$ cat src/rtl/pixel_packetizer.sv
// Frames a free-running camera pixel stream into valid/ready packets with sop/eop.
// A small FIFO absorbs backpressure; when full, new pixels merge into the newest entry.
`timescale 1ns/1ps
module pixel_packetizer #(
    parameter int unsigned WIDTH      = 320,
    parameter int unsigned HEIGHT     = 240,
    parameter int unsigned DATA_W     = 12,
    parameter int unsigned FIFO_DEPTH = 4
) (
    input  logic              clk,
    input  logic              reset_n,
    input  logic              frame_start_in,
    input  logic              pixel_valid_in,
    input  logic [DATA_W-1:0] pixel_in,
    input  logic              ready_in,
    output logic              valid_out,
    output logic [DATA_W-1:0] data_out,
    output logic              startofpacket_out,
    output logic              endofpacket_out,
    output logic              overflow_out,
    output logic              short_frame_out,
    output logic              frame_done_out
);
    localparam int unsigned XW = (WIDTH > 1) ? $clog2(WIDTH) : 1;
    localparam int unsigned YW = (HEIGHT > 1) ? $clog2(HEIGHT) : 1;
    localparam int unsigned AW = $clog2(FIFO_DEPTH);
    localparam int unsigned EW = DATA_W + 2;
    localparam logic [XW-1:0] XLast = XW'(WIDTH - 1);
    localparam logic [YW-1:0] YLast = YW'(HEIGHT - 1);
    localparam logic [AW:0]   Depth = (AW + 1)'(FIFO_DEPTH);

    typedef enum logic {StIdle, StActive} state_e;

    state_e         state_q, state_d;
    logic [XW-1:0]  x_q, x_d, cur_x;
    logic [YW-1:0]  y_q, y_d, cur_y;
    logic [AW:0]    wptr_q, rptr_q, fill;
    logic [AW-1:0]  last_idx;
    logic [EW-1:0]  mem [FIFO_DEPTH];
    logic [EW-1:0]  head;
    logic           overflow_q, overflow_d;
    logic           short_q, done_q;
    logic           push, pix_sop, pix_eop;
    logic           empty, full, pop, do_write, do_merge;

    // A frame_start in the same cycle as a pixel makes that pixel (0,0).
    always_comb begin
        cur_x   = frame_start_in ? '0 : x_q;
        cur_y   = frame_start_in ? '0 : y_q;
        push    = pixel_valid_in && (frame_start_in || (state_q == StActive));
        pix_sop = (cur_x == '0) && (cur_y == '0);
        pix_eop = (cur_x == XLast) && (cur_y == YLast);
    end

    always_comb begin
        state_d = state_q;
        x_d     = x_q;
        y_d     = y_q;
        if (frame_start_in) begin
            state_d = StActive;
            x_d     = '0;
            y_d     = '0;
        end
        if (push) begin
            if (pix_eop) begin
                state_d = StIdle;
                x_d     = '0;
                y_d     = '0;
            end else if (cur_x == XLast) begin
                x_d = '0;
                y_d = cur_y + 1'b1;
            end else begin
                x_d = cur_x + 1'b1;
                y_d = cur_y;
            end
        end
    end

    always_comb begin
        fill     = wptr_q - rptr_q;
        empty    = (wptr_q == rptr_q);
        full     = (fill == Depth);
        pop      = !empty && ready_in;
        do_write = push && (!full || pop);
        do_merge = push && full && !pop;
        last_idx = AW'(wptr_q - 1'b1);
        head     = mem[rptr_q[AW-1:0]];
    end

    // Overflow clears only on a fresh frame seen from idle; a merge in that cycle wins.
    always_comb begin
        overflow_d = overflow_q;
        if (frame_start_in && (state_q == StIdle)) begin
            overflow_d = 1'b0;
        end
        if (do_merge) begin
            overflow_d = 1'b1;
        end
    end

    // Merging keeps framing: sop/eop accumulate so a packet boundary is never lost.
    always_ff @(posedge clk) begin
        if (do_write) begin
            mem[wptr_q[AW-1:0]] <= {pix_sop, pix_eop, pixel_in};
        end else if (do_merge) begin
            mem[last_idx] <= {mem[last_idx][EW-1] | pix_sop,
                              mem[last_idx][EW-2] | pix_eop, pixel_in};
        end
    end

    always_ff @(posedge clk or negedge reset_n) begin
        if (!reset_n) begin
            state_q    <= StIdle;
            x_q        <= '0;
            y_q        <= '0;
            wptr_q     <= '0;
            rptr_q     <= '0;
            overflow_q <= 1'b0;
            short_q    <= 1'b0;
            done_q     <= 1'b0;
        end else begin
            state_q    <= state_d;
            x_q        <= x_d;
            y_q        <= y_d;
            if (do_write) begin
                wptr_q <= wptr_q + 1'b1;
            end
            if (pop) begin
                rptr_q <= rptr_q + 1'b1;
            end
            overflow_q <= overflow_d;
            short_q    <= frame_start_in && (state_q == StActive);
            done_q     <= pop && head[EW-2];
        end
    end

    always_comb begin
        valid_out         = !empty;
        data_out          = valid_out ? head[DATA_W-1:0] : '0;
        startofpacket_out = valid_out && head[EW-1];
        endofpacket_out   = valid_out && head[EW-2];
        overflow_out      = overflow_q;
        short_frame_out   = short_q;
        frame_done_out    = done_q;
    end

endmodule

$ cat config.mk
export PLATFORM = sky130hd
export DESIGN_NAME = pixel_packetizer
export DESIGN_NICKNAME = d
export VERILOG_FILES = /design/src/rtl/pixel_packetizer.sv
export SDC_FILE = /design/constraint.sdc
export NUM_CORES = 1
export LEC_CHECK = 0
export ABC_AREA = 0
export BUFFER_PORTS_ARGS = -buffer_cell sky130_fd_sc_hd__buf_4
export CORE_ASPECT_RATIO = 0.7
export CORE_MARGIN = 3
export CORE_UTILIZATION = 50
export CTS_CLUSTER_SIZE = 8
export DETAILED_ROUTE_END_ITERATION = 12
export PLACE_DENSITY = 0.8
export SLEW_MARGIN = 20
export SYNTH_ARGS = -nofsm -noshare
export SYNTH_HDL_FRONTEND = slang
export SYNTH_SLANG_ARGS = --single-unit
$ cat constraint.sdc
create_clock -name clk -period 4 [get_ports clk]
set_input_delay 0.8 -clock clk [delete_from_list [all_inputs] [get_ports clk]]
set_output_delay 0.8 -clock clk [all_outputs]
set_load 0.1 [all_outputs]
== Yosys cells after proc, flatten, opt, wreduce, memory -nomap -nowiden ==
Memory sizes are Yosys's and may differ from the RTL's.
Cells that the tools add are included.
Widths: inputs -> output; s select.

* Bits of input ports: 17
* Output and inout port bits: 18
* Memories: 1
* Word-level logic and storage cells: 65
* Bits in writable memories: 56
* Register bits after elaboration: 27

* Muxes and demuxes: 22
* Eq/ne operators: 4
* $add $sub $neg: 6
* Reduce and logical (&&, ||, !) cells: 21
* Bitwise operators: 3

{| class="wikitable"
|+ Memories
! name !! words !! bits a word !! rd ports !! clocked after memory_dff !! wr ports !! RTL line !! source
|-
| mem || 4 || 14 || 2 || 0 || 1 || 39 || <nowiki>logic [EW-1:0] mem [FIFO_DEPTH];</nowiki>
|}

{| class="wikitable"
|+ Operators by type and width
! cell !! count
|-
| $mux 9 || 4
|-
| $mux 8 || 4
|-
| $mux 14 || 1
|-
| $reduce_or 14->1 || 1
|-
| $logic_and 1x1->1 || 12
|-
| $mux 12 || 1
|-
| $mux 1 || 11
|-
| $add 9x1->9 const B || 1
|-
| $eq 9x9->1 const B || 1
|-
| $logic_not 9->1 || 1
|-
| $add 8x1->8 const B || 1
|-
| $eq 8x8->1 const B || 1
|-
| $logic_not 8->1 || 1
|-
| $add 3x1->3 const B || 2
|-
| $eq 3x3->1 || 1
|-
| $eq 3x3->1 const B || 1
|-
| $logic_not 1->1 || 3
|-
| $sub 3x3->3 || 1
|-
| $logic_or 1x1->1 || 2
|-
| $mux 2 || 1
|-
| $or 1x1->1 || 2
|-
| $reduce_bool 2->1 || 1
|-
| $sub 2x1->2 const B || 1
|-
| $not 1->1 || 1
|}

== Logic depth before layout (Yosys ltp) ==
Gate-level depths: netlist (run 1).

* Depth in word-level cells: 10
* Gate-level depth with buffers: 10
* Mapped depth without buffers: 7

== Worst setup path before layout (run 1) ==
OpenSTA, ideal clock, no wires.

* Path type: reg2out
* Start: reg rptr_q[1]
* End: out data_out[10]
* Buffers on the path: 3
* Cell stages (with the launch flop): 8
* Slack: -0.138 ns
* Data required time: 3.200 ns
* Data arrival time: 3.338 ns
* Cells stage by stage: dfrtp_1 -> clkbuf_1 -> buf_1 -> inv_1 -> ha_1 -> nand3_1 -> clkbuf_1 -> and2_1

* Word-level cells in the longest chain between the ends: 2
* Elaborated cells on any way between the ends: 3
* Classes of those cells: eq/ne (1); mux (1); memory (1)

{| class="wikitable"
|+ Ends and longest elaborated chain
! what !! RTL line !! source
|-
| start, declared || 37 || <nowiki>logic [AW:0] wptr_q, rptr_q, fill;</nowiki>
|-
| start signal, assigned || 129 || <nowiki>rptr_q <= rptr_q + 1'b1;</nowiki>
|-
| $mem_v2 4x14 or $eq 3x3->1 (tied branches) || - ||
|-
| $mux 12 * || 139 || <nowiki>data_out = valid_out ? head[DATA_W-1:0] : '0;</nowiki>
|-
| end, declared || 17 || <nowiki>output logic [DATA_W-1:0] data_out,</nowiki>
|}

Mark *: on every way between the ends. The rest lies on a longest branch, timed or not.

== Worst setup path after layout (run 1) ==
* Start: reg wptr_q[0]
* End: out data_out[5]

* Word-level cells in the longest chain between the ends: 2

{| class="wikitable"
|+ Ends and longest elaborated chain
! what !! RTL line !! source
|-
| start, declared || 37 ||
|-
| start signal, assigned || 126 || <nowiki>wptr_q <= wptr_q + 1'b1;</nowiki>
|-
| $eq 3x3->1 || 81 || <nowiki>empty = (wptr_q == rptr_q);</nowiki>
|-
| $mux 12 || 139 ||
|}

No other way between the ends.

==> results.toml, run 1 <==
[clock_tree]
cts_resized = 0
cts_root_buf = "clkbuf_8"
cts_made_buffers = 9
cts_tree = "yes"
ctsHoldBuffers = 0
clk_latency_ns = 0.35
h-tree-depth = 3
ctsLongestPathBuffers = 2
clk_pin_slew_ns = 0.09
post_cts_buffers = 0
cts_sinks = 83

[detailed_routing]
drc_errors = 0
viasPerCell = 5.83
avgRoutedWirePerCell_um = 17.4
dr.pass1.iters = 4
ant_nets = 0
drt_iter0_markers = 182
routed_wl_um = 7100
dr_total_vias = 2379

[setup_path]
rr_startpoint = "wptr_q[0]$_DFFE_PN0P_"
cp_max_fo = 18
critPathArrivalTime_ns = 2.51
critical_path_required_ns = 3.20
r2r-end = "mem[0][1]$_DFFE_PP_"
reg2reg_slack_ns = 1.31
start_kind = "register"
cp-end-kind = "output port"
criticalPathCategory = "register to output port"
reg2regPathDepth = 7

[final_layout]
area_growth_pct = 14.8
final_layout_size_suffix_gt1_share_pct = 26.4
antenna_cells = 0
finalNetCount = 334
fillers = 545
final_common_cell = "edfxtp_1"
final_cells = 408
final_cell_mix = "56 x edfxtp_1, 41 x buf_4, 27 x dfrtp_1, 16 x mux4_2, 15 x and2_1"

[placed_design]
placed_cells = 392
gp_congestion = 0.802
hpwl_um = 4710
io_buffers = 34

[logic_synthesis]
syn_area_per_cell_sq_um = 14.2
syn_nets = 294
netlist.area_leader.share_pct = 44.2
synth_area_leaders = "edfxtp_1 44%, dfrtp_1 18%, mux4_2 9.5%"
synth_area_sq_um = 3810
yosys_warnings = 0
async_flop_share_pct = 32.5
yosysTopAreaCell = "edfxtp_1"
synth_ff_type = "edfxtp_1"
syn_inst = 269
yosysUniqueCellTypes = 43
synth_seq_cells = 83
ys_seq_area_share_pct = 61.9
synth-edff-count = 56

[grt]
grt_usage_pct = 18.1
grt.overflow.total = 0
antenna_found_initial = 0
grt_max_degree = 29
grt_pass1_vias = 2364
grt_pass1_wl_um = 11900

[hold_path]
hold_class = "input pin to asynchronous set/reset pin"

[timing]
clock_skew_ns = 0.00745
relSlewSlack_pct = 45.0
fin_setup_tns_ns = 0
hold_slack_ns = 0.349
report.final.setup_viol = 0
finalHoldViolCount = 0
worst-slew-pin-transition_ns = 0.823
rsz0062_at_grt = "false"
clock.fmax_mhz = 302
min_period_ns = 3.31
slew_viol_final = 0
timing.final.crit_share_pct = 82.7

[floorplanning]
io_pins = 35
coreArea_sq_um = 7070
dieArea_sq_um = 8710
die_x_um = 110
fp-row-count = 25
die_h_um = 79.0
initial_core_util_pct = 53.9

[outcome]
outcome = "complete, no violations"

[flow_run]
cap_viol_max_count = 0
[registers in the layout, summed over array words and instances, names as in the netlist]
register and flops:
mem 56, x_q 9, y_q 8, rptr_q 3, wptr_q 3, frame_done_out 1, overflow_out 1, short_frame_out 1
state_q 1
[kinds of logic (layout without fill, tap and decap cells)]
logic type	after synthesis	count (layout)	synth area share (%)
fa+ha+maj	8	8	2.63
compound gates	23	23	4.08
flops	83	83	61.9
mux	22	22	11.1
buf+inv	18	63	2.30
simple gates	102	102	15.0
xor+xnor	13	13	2.99
[routing by layer]
layer | vias to the layer above | share of wire, % | global-route usage, %
met1 | 1188 | 46 | 25.7
li1 | 1098 | - | -
met2 | 82 | 47 | 28.3
met3 | 11 | 5.6 | 3.98
met5 | - | 0 | 0
met4 | 0 | 1.3 | 4.92
[area by class of cell]
| type | instances | area, sq um | area share [%] |
|---|---|---|---|
| clock inverters | 7 | 78.8 | 1.80 |
| flip-flops and latches | 83 | 2360 | 53.9 |
| repair buffers | 41 | 308 | 7.04 |
| multi-input cells | 168 | 1360 | 31.2 |
| clock buffers | 9 | 124 | 2.83 |
| well taps | 94 | 118 | 2.69 |
| inverters | 6 | 22.5 | 0.515 |
[cell usage after synthesis, types with 2 or more instances]
master and count:
edfxtp_1 56, dfrtp_1 27, mux4_2 16, and2_1 15
nand3_1 14, nor2_1 12, nand2b_1 11, xnor2_1 11
nand2_1 10, nor3_1 9, o21ai_0 9, ha_1 8
clkbuf_1 7, inv_1 6, or3_1 6, a21oi_1 5
mux2i_1 4, nand4_1 4, nor2b_1 4, nor4_1 4
nand3b_1 3, a31o_2 2, buf_6 2, mux2_2 2
or2_2 2, or4_1 2, xor2_1 2
[worst max-delay path by stage]
stage                                   end  cells after the start  slack [ns]                  start
after CTS                       data_out[5]                      5        0.69  wptr_q[0]$_DFFE_PN0P_
after floorplan                data_out[10]                      7        0.35  rptr_q[1]$_DFFE_PN0P_
after global placement    startofpacket_out                      5        1.13  wptr_q[0]$_DFFE_PN0P_
final                           data_out[5]                      5        0.69  wptr_q[0]$_DFFE_PN0P_
after global routing            data_out[7]                      5        0.47  wptr_q[0]$_DFFE_PN0P_
after detailed placement        data_out[5]                      5        1.08  wptr_q[0]$_DFFE_PN0P_
[worst max-delay path: stages (launching register included)]
cell and delay (ns):
dfrtp_1 0.51, inv_1 0.17, ha_1 0.35, nand3_1 0.52, and2_1 0.37, buf_4 0.23
[through the flow]
stage / worst slack [ns] / utilization [%] / cell area (sq um)
after floorplan: 0.346 / - / 3810
after global placement: 1.13 / 59.0 / 4170
after detailed placement: 1.08 / 59.0 / 4170
after CTS: 0.690 / 61.8 / 4370
after global routing: 0.466 / 61.8 / 4370
final: 0.693 / 61.8 / 4370
Power of run 1 is left out: the tool's default activity adds up to more than one toggle a clock period on the data nets, which glitch-free logic cannot reach.
==> run 2, diff against run 1 <==
clock period = 3.15 ns   (was 4 ns; I/O delays follow)
==> run 2 against run 1 <==
  * Critical path depth is the same
  * First-iteration DRC count shrank 6.0%
  * Die area did not move
  * Via count is 2.8% lower
  * Clock skew increased by 0.0056 ns
  * Sequential cell count unchanged
  * Core utilization up 0.35 points
  * Sequential share of layout area fell by 0.31 points
  * Register-to-register slack got worse by 0.78 ns
  * Non-clock buffer count increased by 1
  * Critical endpoint is now data_out[9]
==> results.toml, run 2 (synthesis gave the netlist of run 1 again) <==
[timing]
rsz0062_at_grt = "false"
relSlewSlack_pct = 49.6
timing.final.crit_share_pct = 91.7
min_period_ns = 2.89
clock_skew_ns = 0.0130
finalHoldViolCount = 0
report.final.setup_viol = 0
worst-slew-pin-transition_ns = 0.754
fin_setup_tns_ns = 0
clock.fmax_mhz = 346
slew_viol_final = 0

[clock_tree]
ctsLongestPathBuffers = 2
clk_latency_ns = 0.37
cts_root_buf = "clkbuf_8"
cts_sinks = 83
cts_tree = "yes"
clk_pin_slew_ns = 0.09
cts_made_buffers = 9
h-tree-depth = 3
ctsHoldBuffers = 0

[grt]
grt_pass1_wl_um = 11500
grt_usage_pct = 17.9
grt_pass1_vias = 2187
grt.overflow.total = 0
grt_max_degree = 29
antenna_found_initial = 0

[setup_path]
start_kind = "register"
criticalPathCategory = "register to output port"
critPathLaunch = "wptr_q[0]$_DFFE_PN0P_"
cp_max_fo = 16
critical_path_required_ns = 2.52
critPathArrivalTime_ns = 2.26
reg2reg_slack_ns = 0.53
cp-end-kind = "output port"
rr_startpoint = "wptr_q[0]$_DFFE_PN0P_"

[final_layout]
top_register = "mem"
multiInputGateArea_sq_um = 1380
final_cell_mix = "56 x edfxtp_1, 42 x buf_4, 27 x dfrtp_1, 16 x mux4_2, 13 x nand3_1"
largest_reg_flops = 56
final_layout_size_suffix_gt1_share_pct = 29.8
finalNetCount = 335
final_common_cell = "edfxtp_1"
final_cells = 409
area_growth_pct = 15.4
antenna_cells = 0
fin_util_pct = 62.2
regArea_sq_um = 2360
largestRegisters = "mem: 56 flops, x_q: 9 flops, y_q: 8 flops"
fillers = 549

[detailed_routing]
avgRoutedWirePerCell_um = 17.1
dr.pass1.iters = 5
drc_errors = 0
dr_total_vias = 2313
viasPerCell = 5.66
ant_nets = 0
routed_wl_um = 6980
drt_iter0_markers = 171

[floorplanning]
coreArea_sq_um = 7070
initial_core_util_pct = 53.9
fp-row-count = 25
die_x_um = 110
die_h_um = 79.0
io_pins = 35
dieArea_sq_um = 8710

[hold_path]
hold_class = "input pin to asynchronous set/reset pin"

[placed_design]
io_buffers = 34
placed_cells = 393
hpwl_um = 4670
gp_congestion = 0.853

[flow_run]
cap_viol_max_count = 0

[outcome]
outcome = "complete, no violations"
## run 2: layer usage
| layer | track usage, % | share of wire (%) | vias up |
|---|---|---|---|
| met5 | 0 | 0 | - |
| met4 | 4.31 | 1.3 | 0 |
| met3 | 6.82 | 5.5 | 8 |
| met2 | 26.0 | 46 | 66 |
| met1 | 25.6 | 47 | 1141 |
| li1 | - | - | 1098 |
## run 2: area by class of cell
class	count	share of cell area (%)
clock buffers	9	2.82
clock inverters	7	1.82
inverters	6	0.512
multi-input cells	168	31.4
flip-flops and latches	83	53.6
well taps	94	2.68
repair buffers	42	7.17
## run 2: what timing repair did
| item | in CTS | in global routing |
|---|---|---|
| resized for setup | 1 | 0 |
| endpoints found under the setup margin | 9 | 0 |
| buffers inserted | 0 | 0 |
## run 2: worst paths after layout
check	endpoint	cells after the start
max	data_out[9]	5
min	x_q[5]$_DFF_PN0_	1
max reg2reg	mem[1][0]$_DFFE_PP_	7
min reg2reg	wptr_q[2]$_DFFE_PN0P_	1
max in group asynchronous	frame_done_out$_DFF_PN0_	1
min in group clk	mem[1][2]$_DFFE_PP_	1
## run 2: critical path, cell delays in order (launching register included)
cell and delay [ns]:
dfrtp_1 0.50, inv_1 0.17, ha_1 0.36, nand3_2 0.31
and2_2 0.32, buf_4 0.23
## run 2: per-stage QoR
step           hold slack (ns)  instance area (sq um)  setup WS, ns
4_1_cts                  0.162                   4400         0.235
3_5_place_dp             0.484                   4190         0.388
2_1_floorplan            0.334                   3820       -0.0783
6_report                 0.159                   4400         0.262
3_3_place_gp             0.476                   4190         0.453
5_1_grt                  0.164                   4400        0.0766
Power of run 2 is left out for the same reason.
==> run 3, diff against run 2 <==
ABC_AREA = 1   (was 0)
==> run 3 against run 2 <==
  * Via count rose by 32%
  * Die area grew 4.9%
  * Cell count grew 38%
  * Sequential cell count is the same
  * Register-to-register slack better by 0.07 ns
  * Synthesized cell count up 57%
  * Count of clock-buffer cells in the layout stayed put
  * Core utilization is 0.058 points lower
  * Synthesized area increased by 5.2%
  * Clock skew is 0.0066 ns lower
  * Largest cell class unchanged
  * Highest routed layer unchanged
==> results.toml, run 3 <==
[placed_design]
gp_congestion = 0.848
io_buffers = 34
hpwl_um = 5730

[clock_tree]
cts_made_buffers = 9
ctsHoldBuffers = 0
cts_sinks = 83
ctsLongestPathBuffers = 2
h-tree-depth = 3
clk_pin_slew_ns = 0.06
post_cts_buffers = 0
cts_tree = "yes"
clk_latency_ns = 0.33
cts_root_buf = "clkbuf_16"
cts_resized = 0

[floorplanning]
initial_core_util_pct = 53.1
coreArea_sq_um = 7550
io_pins = 35
die_x_um = 113
dieArea_sq_um = 9140
die_h_um = 80.9
fp-row-count = 26

[grt]
grt.overflow.total = 0
grt_pass1_wl_um = 14000
grt_pass1_vias = 2927
antenna_found_initial = 0
grt_usage_pct = 19.3
grt_max_degree = 30

[timing]
relSlewSlack_pct = 69.1
worst-slew-pin-transition_ns = 0.462
slew_viol_final = 0
clock_skew_ns = 0.00645
finalHoldViolCount = 0
timing.final.crit_share_pct = 90.2
report.final.setup_viol = 0
fin_setup_tns_ns = 0
min_period_ns = 2.84
clock.fmax_mhz = 352
rsz0062_at_grt = "false"

[hold_path]
hold_class = "input pin to asynchronous set/reset pin"

[flow_run]
cap_viol_max_count = 0

[logic_synthesis]
syn_inst = 421
synth_seq_cells = 83
syn_nets = 446
netlist.area_leader.share_pct = 42.0
synth_area_leaders = "edfxtp_1 42%, dfrtp_1 17%, nor2_1 7.1%"
synth-edff-count = 56
yosysTopAreaCell = "edfxtp_1"
ys_seq_area_share_pct = 58.8
yosys_warnings = 0
syn_area_per_cell_sq_um = 9.52
yosysMostFrequentCell = "nor2_1"
synth_common_cells = "76 x nor2_1, 73 x nand2_1, 56 x edfxtp_1"
synth_ff_type = "edfxtp_1"
synth_area_sq_um = 4010
yosysUniqueCellTypes = 37
async_flop_share_pct = 32.5

[detailed_routing]
routed_wl_um = 8330
wl_met3_um = 448
routedLengthMet1_um = 3850
dr.pass1.iters = 5
drt_iter0_markers = 203
drc_errors = 0
ant_nets = 0
highest_layer = "met4"
viasPerCell = 5.39
dr_wl_met2_um = 3940
dr_total_vias = 3048
avgRoutedWirePerCell_um = 14.7

[final_layout]
final_layout_size_suffix_gt1_share_pct = 18.0
area_growth_pct = 17.0
final_common_cell = "nor2_1"
largestRegisters = "mem: 56 flops, x_q: 9 flops, y_q: 8 flops"
largest_reg_flops = 56
final_cell_mix = "75 x nor2_1, 73 x nand2_1, 56 x edfxtp_1, 42 x buf_4, 37 x o21ai_0"
antenna_cells = 0
top_register = "mem"
finalNetCount = 487

[setup_path]
cp-end-kind = "output port"
criticalPathCategory = "register to output port"
critPathLaunch = "wptr_q[0]$_DFFE_PN0P_"
critical_path_required_ns = 2.52
cp_max_fo = 15
rr_startpoint = "wptr_q[0]$_DFFE_PN0P_"
critPathArrivalTime_ns = 2.21
start_kind = "register"
reg2reg_slack_ns = 0.60

[outcome]
outcome = "complete, no violations"
[run 3: area by class of cell]
type                    instances  area [sq um]
clock buffers                   9           225
inverters                      43           170
multi-input cells             283          1420
well taps                      98           123
repair buffers                 42           315
flip-flops and latches         83          2360
fillers                       617          2860
clock inverters                 7          76.3
[run 3: path summary, 6_finish.rpt]
path                                    endpoint  cells after the start
setup / recovery                       valid_out                      6
hold / removal                  y_q[7]$_DFF_PN0_                      1
setup reg to reg             mem[3][9]$_DFFE_PP_                      9
hold reg to reg            rptr_q[2]$_DFFE_PN0P_                      1
max in group asynchronous       y_q[6]$_DFF_PN0_                      1
min in group clk             mem[0][8]$_DFFE_PP_                      1
[run 3: per-layer routing]
metal	global-route usage, %	vias to the layer above
li1	-	1490
met1	26.8	1444
met2	31.4	101
met3	3.87	13
met4	5.40	0
met5	0	-
[run 3: logic make-up (layout without fill, tap and decap cells)]
family                     after synthesis  after routing  share of synthesized area [%]
and+or+nand+nor                        201            201                           22.3
DFF                                     83             83                           58.8
AOI/OAI and AO/OA                       66             66                           8.71
buffers and inverters                   55            101                           5.87
adders and majority gates                8              8                           2.50
xor gates and xnor gates                 8              8                           1.75
[run 3: worst max-delay path, stage by stage, from the launching register on]
cell     delay [ns]
dfrtp_1        0.49
inv_1          0.19
ha_1           0.32
nand2_1        0.09
nor2_4         0.39
inv_1          0.14
buf_4          0.26
[run 3: stage by stage]
stage / setup WS (ns) / utilization, % / std cells / instance area [sq um] / hold WS [ns]
floorplan: -0.394 / - / 421 / 4010 / 0.334
global placement: 0.144 / 58.0 / 549 / 4380 / 0.528
detailed placement: 0.411 / 58.1 / 549 / 4380 / 0.535
CTS: 0.0521 / 62.1 / 565 / 4680 / 0.218
global route: 0.117 / 62.1 / 565 / 4690 / 0.236
finish: 0.308 / 62.1 / 565 / 4690 / 0.209
Power of run 3 is left out for the same reason.
